## config.mk

```make
export PLATFORM = sky130hd
export DESIGN_NAME = alu_sweep_gen_flat
export DESIGN_NICKNAME = d
export VERILOG_FILES = /design/src/rtl/alu_sweep_gen_if.sv /design/src/rtl/alu_sweep_gen.sv /design/src/flat_wrapper.sv
export SDC_FILE = /design/constraint.sdc
export NUM_CORES = 1
export LEC_CHECK = 0
export ABC_CLOCK_PERIOD_IN_PS = 2050
export CAP_MARGIN = 20
export CORE_ASPECT_RATIO = 1.1
export CORE_MARGIN = 5
export CORE_UTILIZATION = 61
export CTS_CLUSTER_DIAMETER = 200
export CTS_CLUSTER_SIZE = 8
export DETAILED_ROUTE_END_ITERATION = 8
export DONT_BUFFER_PORTS = 1
export HOLD_SLACK_MARGIN = 0.1
export PLACE_DENSITY_LB_ADDON = 0.05
export SLEW_MARGIN = 20
export SYNTH_ARGS = -nofsm -noshare
export SYNTH_HDL_FRONTEND = slang
export SYNTH_SLANG_ARGS = --single-unit
export TNS_END_PERCENT = 100
```

## constraint.sdc

```tcl
create_clock -name clk_i -period 2.05 [get_ports clk_i]
set_input_delay 0.5125 -clock clk_i [delete_from_list [all_inputs] [get_ports clk_i]]
set_output_delay 0.5125 -clock clk_i [all_outputs]
set_load 0.05 [all_outputs]
```

## src/rtl/alu_sweep_gen_if.sv

```systemverilog
// Vector bus between the sweep generator and the 4-bit ALU.
// master = generator (drives vector + valid), slave = consumer (drives ready).
interface alu_sweep_gen_if;
  logic       valid_o;
  logic       ready_i;
  logic [1:0] operation_o;
  logic [3:0] operand1_o;
  logic [3:0] operand2_o;

  modport master (output valid_o, output operation_o, output operand1_o,
                  output operand2_o, input ready_i);
  modport slave  (input valid_o, input operation_o, input operand1_o,
                  input operand2_o, output ready_i);
endinterface

```

## src/rtl/alu_sweep_gen.sv

```systemverilog
// Operand/operation sweep generator feeding the 4-bit ALU.
// Walks op ADD,SUB,OR,AND; per op a nested operand1/operand2 sweep; one
// vector per valid/ready handshake.
// Optional result checker enabled by macro ALU_SWEEP_CHECK_EN.
module alu_sweep_gen #(
  parameter int OP1_INIT = 4,
  parameter int OP1_INC  = 3,
  parameter int OP2_INIT = 7,
  parameter int OP2_INC  = 2
) (
  input  logic            clk_i,
  input  logic            rst_n_i,
  input  logic            start_i,
  alu_sweep_gen_if.master vec,
  output logic            busy_o,
  output logic            done_o,
  output logic [10:0]     count_o
`ifdef ALU_SWEEP_CHECK_EN
  ,
  input  logic [3:0]      result_i,
  output logic [10:0]     err_cnt_o,
  output logic            err_o
`endif
);

  typedef enum logic [1:0] {IDLE, ISSUE, DONE} state_e;

  state_e      state_q, state_d;
  logic [1:0]  op_q, op_d;
  logic [3:0]  a_q, a_d, b_q, b_d;
  logic [10:0] cnt_q, cnt_d;
  logic        hs, start_acc, last_vec;
  // 5-bit sums so an overflow past 15 is visible
  logic [4:0]  i_next, j_next;

  assign hs        = (state_q == ISSUE) && vec.ready_i;
  assign start_acc = (state_q == IDLE) && start_i;
  assign j_next    = {1'b0, b_q} + 5'(OP2_INC);
  assign i_next    = {1'b0, a_q} + 5'(OP1_INC);
  assign last_vec  = (j_next >= 5'd16) && (i_next >= 5'd16) && (op_q == 2'd3);

  // state register
  always_ff @(posedge clk_i or negedge rst_n_i) begin
    if (!rst_n_i) state_q <= IDLE;
    else          state_q <= state_d;
  end

  // next-state logic
  always_comb begin
    state_d = state_q;
    case (state_q)
      IDLE:    if (start_i) state_d = ISSUE;
      ISSUE:   if (hs && last_vec) state_d = DONE;
      DONE:    state_d = IDLE;
      default: state_d = IDLE;
    endcase
  end

  // status/handshake outputs decoded from state
  always_comb begin
    vec.valid_o = (state_q == ISSUE);
    busy_o      = (state_q == ISSUE);
    done_o      = (state_q == DONE);
  end

  // vector and count update: load on start, advance nested sweep on handshake
  always_comb begin
    op_d  = op_q;
    a_d   = a_q;
    b_d   = b_q;
    cnt_d = cnt_q;
    if (start_acc) begin
      op_d  = 2'd0;
      a_d   = 4'(OP1_INIT);
      b_d   = 4'(OP2_INIT);
      cnt_d = '0;
    end else if (hs) begin
      cnt_d = cnt_q + 11'd1;
      if (j_next < 5'd16) begin
        b_d = j_next[3:0];
      end else begin
        b_d = 4'(OP2_INIT);
        if (i_next < 5'd16) begin
          a_d = i_next[3:0];
        end else begin
          a_d  = 4'(OP1_INIT);
          op_d = op_q + 2'd1;
        end
      end
    end
  end

  // datapath registers
  always_ff @(posedge clk_i or negedge rst_n_i) begin
    if (!rst_n_i) begin
      op_q  <= '0;
      a_q   <= '0;
      b_q   <= '0;
      cnt_q <= '0;
    end else begin
      op_q  <= op_d;
      a_q   <= a_d;
      b_q   <= b_d;
      cnt_q <= cnt_d;
    end
  end

  assign vec.operation_o = op_q;
  assign vec.operand1_o  = a_q;
  assign vec.operand2_o  = b_q;
  assign count_o         = cnt_q;

`ifdef ALU_SWEEP_CHECK_EN
  logic [3:0]  ref_res;
  logic [10:0] err_cnt_q, err_cnt_d;
  logic        err_q, err_d;

  // reference ALU result for the vector currently presented
  always_comb begin
    ref_res = '0;
    case (op_q)
      2'd0: ref_res = a_q + b_q;
      2'd1: ref_res = a_q - b_q;
      2'd2: ref_res = a_q | b_q;
      2'd3: ref_res = a_q & b_q;
      default: ref_res = '0;
    endcase
  end

  // error tally: cleared on accepted start, bumped on mismatching handshake
  always_comb begin
    err_cnt_d = err_cnt_q;
    err_d     = err_q;
    if (start_acc) begin
      err_cnt_d = '0;
      err_d     = 1'b0;
    end else if (hs && (result_i != ref_res)) begin
      err_cnt_d = err_cnt_q + 11'd1;
      err_d     = 1'b1;
    end
  end

  // checker registers
  always_ff @(posedge clk_i or negedge rst_n_i) begin
    if (!rst_n_i) begin
      err_cnt_q <= '0;
      err_q     <= 1'b0;
    end else begin
      err_cnt_q <= err_cnt_d;
      err_q     <= err_d;
    end
  end

  assign err_cnt_o = err_cnt_q;
  assign err_o     = err_q;
`endif

endmodule

```

## src/flat_wrapper.sv

```systemverilog
// flat-port wrapper written by rule: the top's interface ports become plain ports
module alu_sweep_gen_flat 
#(
  parameter int OP1_INIT = 4,
  parameter int OP1_INC  = 3,
  parameter int OP2_INIT = 7,
  parameter int OP2_INC  = 2
)
  (clk_i, rst_n_i, start_i, busy_o, done_o, count_o, vec_valid_o, vec_operation_o, vec_operand1_o, vec_operand2_o, vec_ready_i);
  alu_sweep_gen_if vec_i ();
  input  logic clk_i;
  input  logic rst_n_i;
  input  logic start_i;
  output logic busy_o;
  output logic done_o;
  output logic [10:0] count_o;
  output wire logic [$bits(vec_i.valid_o)-1:0] vec_valid_o;
  output wire logic [$bits(vec_i.operation_o)-1:0] vec_operation_o;
  output wire logic [$bits(vec_i.operand1_o)-1:0] vec_operand1_o;
  output wire logic [$bits(vec_i.operand2_o)-1:0] vec_operand2_o;
  input wire logic [$bits(vec_i.ready_i)-1:0] vec_ready_i;
  assign vec_valid_o = vec_i.valid_o;
  assign vec_operation_o = vec_i.operation_o;
  assign vec_operand1_o = vec_i.operand1_o;
  assign vec_operand2_o = vec_i.operand2_o;
  assign vec_i.ready_i = vec_ready_i;
  alu_sweep_gen #(.OP1_INIT(OP1_INIT), .OP1_INC(OP1_INC), .OP2_INIT(OP2_INIT), .OP2_INC(OP2_INC)) u_core (.clk_i(clk_i), .rst_n_i(rst_n_i), .start_i(start_i), .vec(vec_i), .busy_o(busy_o), .done_o(done_o), .count_o(count_o));
endmodule
```

After elaboration in Yosys (flattened, before gate mapping):

Cells that the tools add are included.

* register bits: 23
* latch bits: 0
* bits in writable memories: 0
* memory bits (read-only): 0
* bits of input ports: 4
* memories: 0

* $add $sub $neg: 4
* $mul: 0
* divide/modulo/power cells: 0
* $lt $le $gt $ge: 4
* eq/ne operators: 7
* shift-type cells: 0
* multiplexer cells: 16
* bitwise logic cells: 0
* reduce and logical (&&, ||, !) cells: 10

Operators by type and width (number)
* two-way mux 4 bit: 7
* two-way mux 11 bit: 2
* two-way mux 2 bit: 6
* adder 11 x 1 -> 11 bit (second input constant): 1
* adder 4 x 2 -> 5 bit (second input constant): 2
* >= comparator 5 bit (second input constant): 2
* < comparator 5 bit (second input constant): 2
* != test 2 x 1 -> 1 bit (second input constant): 3
* logical AND 1 bit: 5
* == test 2 bit (second input constant): 2
* case mux 2 bit (2 select lines): 1
* AND reduction 2 bit: 2
* AND reduction 3 bit: 1
* adder 2 x 1 -> 2 bit (second input constant): 1
* == test 2 x 1 -> 1 bit (second input constant): 1
* zero test 2 bit: 1
* != test 2 bit (second input constant): 1
* nonzero test 2 bit: 1

Depth between registers and ports, before layout:

Gate-level depths: netlist (run 1).

* word-level depth: 7
* depth in mapped cells: 5

Least setup slack after synthesis (run 1):

OpenSTA, ideal clock, no wires.

* kind: reg-to-reg
* start: register u_core.a_q[0] (netlist: u_core.vec.operand1_o[0])
* end: register u_core.op_q[0] (netlist: u_core.vec.operation_o[0])
* library setup time: 0.079 ns
* data arrival time: 1.764 ns
* data required time: 1.971 ns
* slack: 0.207 ns
* cell stages (with the launch flop): 6
* buffers on the path: 0
* period minus slack after synthesis: 1.843 ns
* path through: dfrtp_1 -> inv_1 -> ha_1 -> nand3b_1 -> nor3_1 -> mux2i_1

* word-level cells in the longest chain between the ends: 4

RTL lines
* start: declaration: line alu_sweep_gen.sv:30 `logic [3:0] a_q, a_d, b_q, b_d;`
* start signal: assignment: line alu_sweep_gen.sv:97 `a_q <= '0;`
* start signal: assignment: line alu_sweep_gen.sv:102 `a_q <= a_d;`
* adder 4 x 2 -> 5 bit: line alu_sweep_gen.sv:39 `assign i_next = {1'b0, a_q} + 5'(OP1_INC);`
* < comparator 5 bit: line alu_sweep_gen.sv:83 `if (i_next < 5'd16) begin`
* != test 2 x 1 -> 1 bit (no line)
* AND reduction 3 bit (no line)
* end signal: assignment: line alu_sweep_gen.sv:101 `op_q <= op_d;`
* end: declaration: line alu_sweep_gen.sv:29 `logic [1:0] op_q, op_d;`

No other way between the ends.
A chain may end at the register's enable or synchronous reset.

Final worst setup path (run 1):

* start: register u_core.state_q[0]
* end: output port vec_valid_o

* word-level cells in the longest chain between the ends: 1

RTL lines
* start: declaration: line alu_sweep_gen.sv:28 `state_e state_q, state_d;`
* start signal: assignment: line alu_sweep_gen.sv:45 `else state_q <= state_d;`
* == test 2 x 1 -> 1 bit: line alu_sweep_gen.sv:61 `vec.valid_o = (state_q == ISSUE);`
* end: declaration: line flat_wrapper.sv:17 `output wire logic [$bits(vec_i.valid_o)-1:0] vec_valid_o;`

No other way between the ends.

==> metrics.yaml, run 1 <==
status: "finished clean"
met3_usage_pct: 3.45
period_share_pct: 89.2
avgSynthCellArea_um2: 9.69
grt_usage_pct: 17.9
nets: 151
finalWeightedCongestion: 0.802
use_met1_pct: 22.6
gr-total-overflow: 0
vias_per_cell: 5.86
crit_type: "reg2out"
die_h_um: 56.9
ys_types: 33
start_kind: "register"
drtIter0Drc: 30
synth-warning-count: 0
cp_max_fo: 8
multiInputGateArea_um2: 599
cts.sinks: 23
dp_hpwl_mm: 1.85
rr_startpoint: "u_core.vec.operand1_o[0]"
slew_viol_final: 0
drive_above_1_share_pct: 19.0
rows: 17
max-vdd-ir-drop_v: 0.000895
fillerInstances: 162
critPathLaunch: "u_core.state_q[0]"
drc: 0
synth_top_cells_by_area: "dfrtp_1 47%, a21oi_1 5.7%, nand2_1 4.6%"
fin_cells: 170
fmax_mhz: 547
tns_ps: 0
placed_area_mm2: 0.00135
synth_top_area_cell: "dfrtp_1"
drtAntennaViolNets: 0
yosysSeqAreaShare_pct: 47.1
routed_wirelength_mm: 2.50
dr_total_vias: 997
power.total_mw: 1.79
synth_top_area_share_pct: 47.1
ctsLongestPathBuffers: 2
slew_headroom_pct: 59.5
grt_max_degree: 24
grt_first_pass_wirelength_mm: 4.12
syn_to_final_growth_pct: 13.3
ys_seq_elements: 23
antenna_found_initial: 0
synth_area_mm2: 0.00122
rsz0062_at_grt: "no"
busiest_layer: "met2"
cts_setup_buffers: 0
antenna_cells: 0
syn_inst: 126
dr.pass1.iters: 4
critical_path_required_ps: 1540
cts_tree: "yes"
die_w_um: 52.7
synth_nets: 134
grt_pass1_vias: 912
post-route-min-period_ps: 1830
start_util_pct: 62.4
wl_per_cell_um: 14.7
fin_area_mm2: 0.00138
grt_use_met2_pct: 31.0
worst_pin_slew_ps: 608
cts-root-buf: "clkbuf_4"
postCtsHoldBufs: 1
clkTransAtPathRegs_ps: 130
placed_cells: 165
ios: 28
skew_ps: 11.4
p_leak_nw: 0.615
hold_slack_ps: 149
critical_path_arrival_ps: 1320
regArea_um2: 576
clk_latency_ps: 310
port_buffers: 0
ctsResizeCount: 0
endpoint_kind: "output pin"
design.core.area_mm2: 0.00196
finalHoldViolCount: 0
cts_made_buffers: 3
dieArea_mm2: 0.00300
power.density_mw_per_mm2: 1290
maxCapViolCount: 0
hold_path_class: "in2async"
h-tree-depth: 1
setup_violations: 0
## cell families (layout without fill, tap and decap cells)
| family | count (synthesis) | in the layout | synth area share (%) |
|---|---|---|---|
| fa+ha+maj | 4 | 4 | 4.10 |
| compound gates | 32 | 32 | 14.8 |
| flops | 23 | 23 | 47.1 |
| buf+inv | 10 | 26 | 3.79 |
| simple gates | 54 | 54 | 27.8 |
| mux | 3 | 3 | 2.46 |
## synth_stat cells (all sizes together)
| cell type | count |
|---|---|
| ha | 4 |
| nand2b | 1 |
| a21oi | 14 |
| a2111oi | 1 |
| clkbuf | 3 |
| and3b | 1 |
| a221o | 1 |
| nor3 | 2 |
| or4 | 4 |
| o22ai | 1 |
| nor2b | 2 |
| buf | 3 |
| nor3b | 1 |
| or2 | 1 |
| or4b | 2 |
| nand2 | 15 |
| or3 | 5 |
| o21ai | 11 |
| dfrtp | 23 |
| nor2 | 5 |
| and3 | 1 |
| or3b | 1 |
| and2 | 1 |
| inv | 4 |
| nand4 | 4 |
| nand3b | 3 |
| mux2i | 3 |
| nand4b | 2 |
| nand3 | 2 |
| o31ai | 4 |
| and2b | 1 |
## per-layer routing
layer | wire (µm) | part of all wire, %
met4 | 14 | 0.56
met5 | 0 | 0
met1 | 1080 | 43
met3 | 149 | 6.0
met2 | 1260 | 50
## sequential cells by signal, summed over array words and instances, names as in the netlist
name and flops:
u_core.state_q 2, u_core.vec.operand2_o 4, u_core.count_o 11, u_core.vec.operation_o 2, u_core.vec.operand1_o 4
## cells in the final DEF, fill, tap and decap left out, drive strengths merged, types with 5 or more instances in the layout
cell type and instances:
a21oi 14, buf 18, dfrtp 23, nand2 15, nor2 5, o21ai 11, or3 5
## where the power goes
part / total [mW] / leakage, nW / switching, mW / internal [mW]
registers: 0.657 / 0.294 / 0.101 / 0.556
logic: 0.926 / 0.306 / 0.652 / 0.275
clock network: 0.208 / 0.0150 / 0.132 / 0.0757
## worst max-delay path, cell delays in order (launching register included)
cell and delay, ps:
dfrtp_1 550, and2b_1 180, buf_4 290
## layout make-up
type | count | area share (%)
repair buffers | 18 | 9.58
multi-input cells | 93 | 43.3
clock buffers | 4 | 1.90
well taps | 28 | 2.53
inverters | 4 | 1.08
flip-flops and latches | 23 | 41.6
## per-stage QoR
step | setup WS (ps) | util (%)
floorplan | 207 | -
global placement | 502 | 69.1
detailed placement | 410 | 69.1
CTS | 224 | 71.0
global route | 144 | 70.7
finish | 221 | 70.7
## final timing paths
check	slack (ps)	endpoint	cells past startpoint
min	150	u_core.count_o[4]	1
max reg2reg	420	u_core.vec.operation_o[1]	5
min reg2reg	610	u_core.count_o[9]	2
min in group clk_i	500	u_core.count_o[0]	2
max	220	vec_valid_o	2
max in group asynchronous	1550	u_core.vec.operand2_o[0]	1
No activity file was read; power rests on OpenSTA's default activity.
==> run 2: changes to the inputs <==
Settings changed: CTS_BUF_LIST set to sky130_fd_sc_hd__clkbuf_16, CTS_CLUSTER_DIAMETER 200 to unset.
==> run 2 against run 1 <==
Effect of this change: count of clock-buffer cells in the layout decreased by 1; largest cell class unchanged; non-clock buffer count unchanged; critical endpoint unchanged; hold slack improved by 75 ps; final area increased by 3.8%; highest routed layer unchanged; final cell count unchanged; sequential power increased by 1%.
==> metrics.yaml, run 2 (same netlist as run 1, synthesis figures left out) <==
die_h_um: 56.9
critical_path_required_ps: 1540
wl_per_cell_um: 15.5
gr-total-overflow: 0
start_util_pct: 62.4
routed_wirelength_mm: 2.63
drc: 0
rows: 17
cp_top_family: "flip-flops"
reg2reg_setup_slack_ps: 410
endpoint_kind: "output pin"
setup_ws_ps: 292
seqPwrFrac_pct: 33.0
power.density_mw_per_mm2: 1400
clock_power_share_pct: 20.6
use_met1_pct: 22.2
grt_first_pass_wirelength_mm: 4.32
grt_usage_pct: 19.2
slew_viol_final: 0
grt_use_met2_pct: 34.0
cts_made_buffers: 3
met3_usage_pct: 4.24
port_buffers: 0
antenna_found_initial: 0
clk_latency_ps: 260
dp_hpwl_mm: 1.85
rr_startpoint: "u_core.vec.operand1_o[0]"
crit_type: "reg2out"
h-tree-depth: 1
vias_per_cell: 5.94
pre_cts_ws_ps: 410
drive_above_1_share_pct: 19.0
placed_cells: 165
p_leak_nw: 0.642
fillerInstances: 156
reg2reg_depth: 5
hold_path_class: "in2async"
tns_ps: 0
skew_ps: 5.26
grt_pass1_vias: 949
utilization_pct: 73.4
cts.sinks: 23
finalWeightedCongestion: 0.802
dr_total_vias: 1010
path_cells: "and2b_1 -> buf_4"
drtIter0Drc: 23
layout_common_cells: "23 x dfrtp_1, 17 x buf_4, 15 x nand2_1"
period_share_pct: 85.7
r2r-end: "u_core.vec.operation_o[1]"
power.total_mw: 2.01
setup_violations: 0
die_w_um: 52.7
busiest_layer: "met2"
post-route-min-period_ps: 1760
dr.pass1.iters: 4
start_kind: "register"
clkTransAtPathRegs_ps: 60
switchingPower_mw: 0.919
slowest_delay_ps: 520
slew_headroom_pct: 58.9
critPathLaunch: "u_core.state_q[0]"
cts-root-buf: "clkbuf_16"
maxCapViolCount: 0
antenna_cells: 0
cp_num_buf_inv: 1
crit_slowest_cell: "dfrtp_1"
layout_commonest_cell: "dfrtp_1"
cts_setup_buffers: 0
max-vdd-ir-drop_v: 0.00113
design.core.area_mm2: 0.00196
grt_max_degree: 24
rsz0062_at_grt: "no"
fin_cells: 170
combPwrFrac_pct: 46.4
critical_path_arrival_ps: 1250
nets: 151
finalHoldViolCount: 0
syn_to_final_growth_pct: 17.6
ctsLongestPathBuffers: 2
regArea_um2: 576
drtAntennaViolNets: 0
internal_power_mw: 1.09
multiInputGateArea_um2: 599
status: "finished clean"
ios: 28
dieArea_mm2: 0.00300
worst_pin_slew_ps: 616
largest_reg_flops: 11
cts_tree: "yes"
cp_max_fo: 8
fmax_mhz: 569
swShare_pct: 45.6
-- run 2: changes by cell type in the layout (fill, tap and decap cells not counted), sizes merged --
cell,previous run,this run
clkbuf,4,3
inv,4,5
-- run 2: cell type report --
| class | instances | share of cell area [%] |
|---|---|---|
| Tap cell | 28 | 2.44 |
| Timing Repair Buffer | 18 | 9.23 |
| Sequential cell | 23 | 40.1 |
| Inverter | 4 | 1.05 |
| Clock inverter | 1 | 0.261 |
| Clock buffer | 3 | 5.23 |
| Multi-Input combinational cell | 93 | 41.7 |
-- run 2: worst max-delay path by stage --
stage / depth (start not counted) / endpoint
final: 2 / vec_valid_o
after floorplan: 5 / u_core.vec.operation_o[0]
after global routing: 2 / busy_o
after CTS: 2 / vec_valid_o
after detailed placement: 5 / u_core.vec.operation_o[1]
after global placement: 3 / u_core.count_o[10]
-- run 2: per-layer routing --
layer	share of wire (%)	routed length [µm]
met5	0	0
met3	5.9	154
met4	1.5	39
met1	40	1060
met2	52	1380
-- run 2: per-stage QoR --
step           area, µm²  hold slack (ps)
2_1_floorplan       1220              217
3_3_place_gp        1350              217
3_5_place_dp        1350              218
4_1_cts             1440              592
5_1_grt             1440              275
6_report            1440              224
-- run 2: worst reg2reg max path, cell delays in order (launching register included) --
cell and delay, ps:
dfrtp_1 360, inv_1 50, ha_1 220, nand3b_1 190, nor3_1 480, mux2i_1 260
-- run 2: timing repair --
action / 4_1_cts / 5_1_grt
hold endpoints to repair: 23 / 0
hold buffers: 1 / 0
resized for setup: 0 / 0
-- run 2: power groups by stage --
stage	Sequential [mW]	Combinational (mW)	Clock [mW]
after floorplan	1.04	0.297	0
after global placement	0.663	0.896	0
after detailed placement	0.667	0.918	0
after CTS	0.664	0.940	0.422
after global routing	0.677	0.997	0.440
final	0.664	0.935	0.415
==> run 3: changes to the inputs <==
Settings changed: RECOVER_POWER set to 50, SLEW_MARGIN 20 to unset.
==> run 3 against run 2 <==
Effect of this change: non-clock buffer count is 1 higher; count of clock-buffer cells in the layout stayed put; fmax is 0.73% higher; die area stayed put; first-iteration DRC count is 48% higher; flip-flop and latch count stayed put; worst setup slack better by 13 ps; routed wire length is 0.84% higher; global-route usage stayed put; total power is 2.9% lower.
==> metrics.yaml, run 3 (same netlist as run 1, synthesis figures left out) <==
skew_ps: 5.83
worst_pin_slew_ps: 784
slowest_delay_ps: 510
syn_to_final_growth_pct: 15.1
hp-start: "vec_ready_i"
drive_above_1_share_pct: 11.2
rows: 17
vias_per_cell: 6.08
tns_ps: 0
critical_path_required_ps: 1540
start_util_pct: 62.4
utilization_pct: 71.8
h-tree-depth: 1
cts.sinks: 23
largest_reg_flops: 11
status: "finished clean"
wl_per_cell_um: 15.5
critical_path_arrival_ps: 1230
clkTransAtPathRegs_ps: 60
routed_wirelength_mm: 2.65
fmax_mhz: 573
period_share_pct: 85.1
rr_startpoint: "u_core.vec.operand1_o[1]"
setup_violations: 0
port_buffers: 0
dr.pass1.iters: 4
pre_cts_ws_ps: 410
ctsLongestPathBuffers: 2
setup_ws_ps: 305
design.core.area_mm2: 0.00196
start_kind: "register"
hold_path_class: "in2reg"
r2r-end: "u_core.vec.operand1_o[3]"
clk_latency_ps: 260
grt_first_pass_wirelength_mm: 4.32
dr_total_vias: 1040
die_w_um: 52.7
ios: 28
grt_max_degree: 24
slew_headroom_pct: 47.7
layout_commonest_cell: "dfrtp_1"
cts_made_buffers: 3
nets: 152
power.density_mw_per_mm2: 1390
drc: 0
finalWeightedCongestion: 0.802
slew_viol_final: 0
path_cells: "and2b_1 -> buf_4"
die_h_um: 56.9
endpoint_kind: "output pin"
cp_max_fo: 8
post-route-min-period_ps: 1750
crit_slowest_cell: "dfrtp_1"
cts_tree: "yes"
cts-root-buf: "clkbuf_16"
dieArea_mm2: 0.00300
layout_common_cells: "23 x dfrtp_1, 15 x nand2_1, 14 x a21oi_1"
reg2reg_depth: 4
grt_pass1_vias: 949
gr-total-overflow: 0
maxCapViolCount: 0
min_path_cells: 2
rsz0062_at_grt: "no"
max-vdd-ir-drop_v: 0.00112
drtIter0Drc: 34
antenna_found_initial: 0
antenna_cells: 0
grt_usage_pct: 19.2
finalHoldViolCount: 0
dp_hpwl_mm: 1.85
p_leak_nw: 0.597
holdPathEnd: "u_core.count_o[0]"
drtAntennaViolNets: 0
reg2reg_setup_slack_ps: 300
crit_type: "reg2out"
==> run 3: cell count changes in the layout (fill, tap and decap cells not counted), sizes merged <==
cell         delta
buf            -10
clkbuf         +10
dlygate4sd3     +1
==> run 3: worst max-delay path, delay by kind of cell, from the launching register on <==
family	cells	cell delay, ps
DFF	1	510
buffers and inverters	1	290
and+or+nand+nor	1	180
==> run 3: worst max path at each step <==
| stage | from | end | slack [ps] | depth (start not counted) |
|---|---|---|---|---|
| after floorplan | u_core.vec.operand1_o[0] | u_core.vec.operation_o[0] | 210 | 5 |
| final | u_core.state_q[0] | vec_valid_o | 300 | 2 |
| after global routing | rst_n_i | u_core.vec.operand1_o[3] | 120 | 2 |
| after CTS | u_core.state_q[0] | vec_valid_o | 290 | 2 |
| after detailed placement | u_core.vec.operand1_o[0] | u_core.vec.operation_o[1] | 410 | 5 |
| after global placement | u_core.count_o[6] | u_core.count_o[10] | 500 | 3 |
==> run 3: layer usage <==
metal  up-vias  wire [µm]  share of wire, %  track usage [%]
li1        502          -                 -                -
met1       501       1050                40             22.2
met2        32       1390                52             34.0
met3         5        168               6.3             4.24
met4         0         39               1.5             6.57
met5         -          0                 0                0
==> run 3: cell type report <==
type	instances	area (µm²)
inverter	4	15.0
multi-input combinational	93	593
sequential	23	576
clock buffer	3	75.1
tap	28	35.0
fill	168	552
timing repair buffer	19	108
clock inverter	1	3.75
==> run 3: timing repair <==
action	CTS	global route
resized for setup	0	0
buffers inserted	0	0
hold buffers	1	0
endpoints found under the setup margin	0	0
hold endpoints to repair	23	0
==> run 3: per-stage QoR <==
stage,area [µm²],power (mW),instances,hold WS (ps)
after floorplan,1220,1.33,126,217
after global placement,1350,1.56,165,217
after detailed placement,1350,1.59,165,218
after CTS,1440,2.03,170,592
after global routing,1410,2.05,171,602
final,1410,1.96,171,572
==> run 3: where the power goes <==
part	total [mW]	internal [mW]	switching (mW)
combinational	0.878	0.220	0.658
sequential	0.661	0.557	0.104
clock	0.416	0.260	0.156
total	1.96	1.04	0.918
